==> src/rtl/rf_wb_arbiter.sv <==
// Write-back arbiter and RAW scoreboard for the 32-entry integer register file.
// Optional write-port forwarding to decode is enabled by defining RF_WB_FWD_EN.
module rf_wb_arbiter #(
  parameter int XLEN  = 64,
  parameter int CNT_W = 2
) (
  input  logic             clock,
  input  logic             reset,
  input  logic             e_valid,
  output logic             e_ready,
  input  logic [4:0]       e_rd,
  input  logic [XLEN-1:0]  e_data,
  input  logic             l_valid,
  output logic             l_ready,
  input  logic [4:0]       l_rd,
  input  logic [XLEN-1:0]  l_data,
  output logic [4:0]       waddr,
  output logic             wen,
  output logic [XLEN-1:0]  wdata,
  input  logic             alloc_valid,
  input  logic [4:0]       alloc_rd,
  output logic             alloc_ready,
  input  logic [4:0]       rs1,
  input  logic [4:0]       rs2,
  output logic             busy1,
  output logic             busy2,
  output logic             fwd1,
  output logic             fwd2
);

  localparam logic [CNT_W-1:0] CNT_MAX = '1;
  localparam logic [CNT_W-1:0] CNT_ONE = CNT_W'(1);

  // last_reg = 1 means the LSU won the most recent handshake.
  logic             last_reg;
  logic             grant_e;
  logic             grant_l;
  logic             accept;
  logic [4:0]       sel_rd;
  logic [XLEN-1:0]  sel_data;
  logic             wen_next;
  logic             alloc_fire;
  logic [CNT_W-1:0] cnt_reg  [32];
  logic [CNT_W-1:0] cnt_next [32];

  // A requester is refused only when the other one is valid and has priority.
  assign e_ready  = !(l_valid && !last_reg);
  assign l_ready  = !(e_valid && last_reg);
  assign grant_e  = e_valid && e_ready;
  assign grant_l  = l_valid && l_ready;
  assign accept   = grant_e || grant_l;
  assign sel_rd   = grant_e ? e_rd : l_rd;
  assign sel_data = grant_e ? e_data : l_data;
  assign wen_next = accept && (sel_rd != 5'd0);

  always_ff @(posedge clock or negedge reset) begin
    if (!reset) begin
      wen      <= 1'b0;
      waddr    <= 5'd0;
      wdata    <= '0;
      last_reg <= 1'b1;
    end else begin
      wen <= wen_next;
      if (wen_next) begin
        waddr <= sel_rd;
        wdata <= sel_data;
      end
      if (accept) begin
        last_reg <= grant_l;
      end
    end
  end

  // A full counter can still take an allocation when it is being drained this cycle.
  assign alloc_ready = (cnt_reg[alloc_rd] != CNT_MAX) || (wen && (waddr == alloc_rd));
  assign alloc_fire  = alloc_valid && alloc_ready && (alloc_rd != 5'd0);

  genvar gi;
  generate
    for (gi = 0; gi < 32; gi++) begin : g_sb
      if (gi == 0) begin : g_zero
        assign cnt_next[gi] = '0;
      end else begin : g_cnt
        logic inc;
        logic dec;
        assign inc = alloc_fire && (alloc_rd == 5'(gi));
        assign dec = wen && (waddr == 5'(gi));
        assign cnt_next[gi] =
            (inc && !dec && (cnt_reg[gi] != CNT_MAX)) ? cnt_reg[gi] + CNT_ONE :
            (dec && !inc && (cnt_reg[gi] != '0))      ? cnt_reg[gi] - CNT_ONE :
                                                        cnt_reg[gi];
      end
    end
  endgenerate

  always_ff @(posedge clock or negedge reset) begin
    if (!reset) begin
      for (int i = 0; i < 32; i++) cnt_reg[i] <= '0;
    end else begin
      for (int i = 0; i < 32; i++) cnt_reg[i] <= cnt_next[i];
    end
  end

`ifdef RF_WB_FWD_EN
  // Forward only when the committing write is the sole outstanding one.
  assign fwd1  = wen && (rs1 != 5'd0) && (waddr == rs1) && (cnt_reg[rs1] == CNT_ONE);
  assign fwd2  = wen && (rs2 != 5'd0) && (waddr == rs2) && (cnt_reg[rs2] == CNT_ONE);
  assign busy1 = (cnt_reg[rs1] != '0) && !fwd1;
  assign busy2 = (cnt_reg[rs2] != '0) && !fwd2;
`else
  assign fwd1  = 1'b0;
  assign fwd2  = 1'b0;
  assign busy1 = (cnt_reg[rs1] != '0);
  assign busy2 = (cnt_reg[rs2] != '0);
`endif

endmodule

==> config.mk <==
export PLATFORM = sky130hd
export DESIGN_NAME = rf_wb_arbiter
export DESIGN_NICKNAME = d
export VERILOG_FILES = /design/src/rtl/rf_wb_arbiter.sv
export SDC_FILE = /design/constraint.sdc
export NUM_CORES = 1
export LEC_CHECK = 0
export CORE_MARGIN = 4
export CORE_UTILIZATION = 40
export DETAILED_ROUTE_END_ITERATION = 10
export PLACE_DENSITY = 0.69
export SLEW_MARGIN = 20
export SYNTH_ARGS = -nofsm -noshare
export SYNTH_HDL_FRONTEND = slang
export SYNTH_SLANG_ARGS = --single-unit
==> constraint.sdc <==
create_clock -name clock -period 7.9 [get_ports clock]
set_input_delay 2.37 -clock clock [delete_from_list [all_inputs] [get_ports clock]]
set_output_delay 2.37 -clock clock [all_outputs]
set_load 0.1 [all_outputs]
== Yosys cells after proc, flatten, opt, wreduce, memory -nomap -nowiden ==
Cells that the tools add are included.

* Flip-flop bits (word level): 133
* Word-level logic and storage cells: 598

* $add $sub $neg: 62
* Order comparisons: 3
* Equal/unequal tests: 95
* Mux-type cells: 73
* Bitwise gates (word level): 3
* Reductions and logical operators: 327

{| class="wikitable"
|+ Operator list
! operator !! number
|-
| logical AND 1 bit || 194
|-
| equality test 5 bit, second input constant || 32
|-
| two-way mux 2 bit || 68
|-
| nonzero test 2 bit || 64
|-
| equality test 5 x 4 -> 1 bit, second input constant || 16
|-
| zero test 1 bit || 65
|-
| two-way mux 64 bit || 1
|-
| != test 2 bit, second input constant || 32
|-
| adder 2 x 1 -> 2 bit, second input constant || 31
|-
| subtractor 2 x 1 -> 2 bit, second input constant || 31
|-
| equality test 5 x 3 -> 1 bit, second input constant || 8
|-
| binary-select mux 2 bit (select 5 bit) || 3
|-
| equality test 5 x 2 -> 1 bit, second input constant || 4
|-
| >= comparator 6 bit, second input constant || 3
|-
| NOT 5 -> 6 bit || 3
|-
| equality test 5 x 1 -> 1 bit, second input constant || 2
|-
| nonzero test 5 bit || 2
|-
| equality test 5 bit || 1
|-
| two-way mux 5 bit || 1
|-
| logical OR 1 bit || 2
|}

== Depth between registers and ports, before layout ==
* Depth in word-level cells: 14
* Mapped depth: 11
* Gate-level depth less buffers: 7

== Least setup slack after synthesis ==
No wires, ideal clock.

* Path type: input -> output
* From: in alloc_rd[1]
* To: out alloc_ready
* Arrival time: 4.326 ns
* Setup slack: 1.204 ns
* Stages: 9
* Buffers on the path: 3
* Path through: buf_6 buf_2 buf_2 a21oi_1 a211o_1 a211oi_1 a211oi_1 a21oi_1 nand2_1

* Word-level cells in the longest chain between the ends: 6
* Elaborated cells on any way between the ends: 8
* Classes of those cells: 2 x eq/ne; 3 x mux; 1 x bitwise; 2 x reduce/logical

{| class="wikitable"
|+ Ends and longest elaborated chain
! what !! line !! text
|-
| start, declared || 21 || <nowiki>input logic [4:0] alloc_rd,</nowiki>
|-
| NOT 5 -> 6 bit (implied by the code) || 75 || <nowiki>assign alloc_ready = (cnt_reg[alloc_rd] != CNT_MAX) || (wen && (waddr == alloc_rd));</nowiki>
|-
| binary-select mux 2 bit (select 5 bit) || 75 ||
|-
| two-way mux 2 bit (implied by the code) (2 in a row) || 75 ||
|-
| != test 2 bit || 75 ||
|-
| logical OR 1 bit * || 75 ||
|-
| end, declared || 22 || <nowiki>output logic alloc_ready,</nowiki>
|}

Every way passes the cells marked *; elsewhere a longest branch is shown, timed or not. The select of a mux whose other input is x is not followed.

== Final worst setup path ==
* From: in alloc_rd[3]
* To: out alloc_ready

Same word-level chain as after synthesis.

==> run metrics <==
Relative slew margins=27.26%; flops & latches, synth=133; final wirelength=28,200 um; post-synth cell types=65; DR vias=8,313; gpl congestion=0.9498; insertion delay to the later sink of the worst-skew pair=440 ps; RSZ-0062 raised after global routing=no; class of the worst hold path=reg2reg; layout cells sized above 1=6.131%; CTS resizes=0; status=complete, no violations; # port buffers=232; ys async rst share=100.0%; commonest non-fill, non-tap cell in the layout=clkdlybuf4s50_1; synth top area cells=dfrtp_1 (40%), mux2i_1 (9.0%), a21oi_1 (7.2%); Critical Path AT=4840 ps; Layout Nets=1,352; clk buf depth=2; CP endpoint kind=output port; Fin Setup TNS=0 ps; DRT antenna net count=0; Setup CP Type=in2out; register area share after synthesis=40.11%; Final Slew Violations=0; PnR worst setup slack=690.7 ps; Setup WS pre-CTS=721.4 ps; DRT iter0 DRCs=581; CORE AREA=20,300 um^2; cts bufs inserted=17; Mapped Area=8302 um^2; worst vdd ir=0.1755 mV; worst endpoint required time=5530 ps; Slew @ Worst Pin=1088 ps; max reg flops=64; Via density=5.628; CTS root buffer=clkbuf_16; final hold vios=0; antenna violations before repair=1; number of flops mapped to enable cells by yosys=0; top cell type's share of synthesized area=39.79%; # H-tree levels=4; width of the die=152.1 um; TritonCTS Sinks=133; overall global routing resource usage=23.89%; Fin Hold WS=528.4 ps; Design Power=3.170 mW; Avg WL per Cell=19.09 um; pin count of the biggest net entering global routing=92; # IOs=235; P&R area growth vs syn=37.39%; maxcap violations=0; Max Freq=138.7 MHz; number of buffers inserted by hold repair at cts=0; DRC Markers=0; die area=23,120 um^2; Critical Path Start Type=input port; clock slew at reported path FFs=70 ps; TritonCTS clock tree=yes; endpoints failing setup=0; commonest register cell after synthesis=dfrtp_1; GR Overflow Total=0; clk_skew=11.46 ps; first-pass GRT wire length=43,800 um; most frequent cells in the layout=clkdlybuf4s50_1 (227), nor2_1 (154), dfrtp_1 (132); leakage=4.608 nW; Cell Pwr Density=277.9 nW/um^2; syn avg cell area=8.327 um^2; final worst path period share=91.26%; Post-CTS Setup Bufs=0; Final Util=56.19%; ANT cells=0; Post-Syn Instances=997; Pre-antenna DRT Iters=5; Final min period=7209 ps; row count=52; DP HPWL=21,290 um; vias in the first global route=7,757; synth warn=0; worst-path fanout max=22; Die H=152.1 um; Initial Util=40.90%; Yosys top cell by area=dfrtp_1
==> kinds of logic after synthesis <==
kind of cell	after synthesis	share of synthesized area (%)
XOR/XNOR	13	1.372
AND/OR/NAND/NOR	394	22.28
multiplexers	90	12.16
AO/OA/AOI/OAI	285	19.94
other	1	0.04517
flip-flops	133	40.11
buffers and inverters	81	4.099
==> through the flow <==
step | cells | cell area [um^2]
final | 1477 | 11410
after CTS | 1476 | 11380
after global placement | 1444 | 10790
after floorplan | 998 | 8305
after detailed placement | 1444 | 10790
after global routing | 1477 | 11410
==> power breakdown <==
group          leakage, nW  internal [mW]  switching, mW
sequential            1.51          0.840          0.241
clock                0.285          0.449          0.356
combinational         2.82          0.410          0.873
total                 4.61           1.70           1.47
==> layout make-up <==
class,count,area [um^2]
tap,270,337.8
timing repair buffer,243,2441
clock inverter,14,157.7
fill,1862,8894
inverter,15,56.30
clock buffer,18,429.2
sequential,133,3329
multi-input combinational,784,4654
==> final timing paths <==
check	to	slack (ps)	depth (start not counted)	start
hold reg to reg	wdata[36]$_DFFE_PN0P_	530	2	wdata[36]$_DFFE_PN0P_
min in group asynchronous	cnt_reg[23]$_DFFE_PN0P_	1960	1	reset
hold / removal	wdata[36]$_DFFE_PN0P_	530	2	wdata[36]$_DFFE_PN0P_
setup / recovery	alloc_ready	690	8	alloc_rd[3]
max in group asynchronous	cnt_reg[34]$_DFFE_PN0P_	4660	2	reset
setup reg to reg	cnt_reg[50]$_DFFE_PN0P_	4670	8	waddr[1]$_DFFE_PN0P_
==> Yosys cell counts (8+ instances only) <==
cell type  count
nand2_1       76
nand4b_1       8
buf_2         14
o21a_1        14
nor3_1        60
inv_1         15
dfrtp_1      132
clkbuf_1      42
nor2_1       154
xor2_1         8
nand4_1       16
o21ai_0       90
a21oi_1      119
mux4_2         8
nand3_1       30
nand2b_1      13
a211oi_1      14
mux2i_1       75
o211ai_1      10
==> critical path, stage by stage <==
cell and delay [ps]:
clkdlybuf4s50_1 990, nand2b_1 210, o22a_1 280, a211oi_1 400
a211oi_1 130, a21oi_1 130, nand2_1 120, buf_12 190
==> routing by layer <==
metal | track usage, % | part of all wire, %
met1 | 29.83 | 40
met2 | 41.26 | 50
met3 | 6.655 | 8.5
met4 | 5.565 | 2.0
met5 | 0 | 0.046
(Power assumes the default switching activity.)
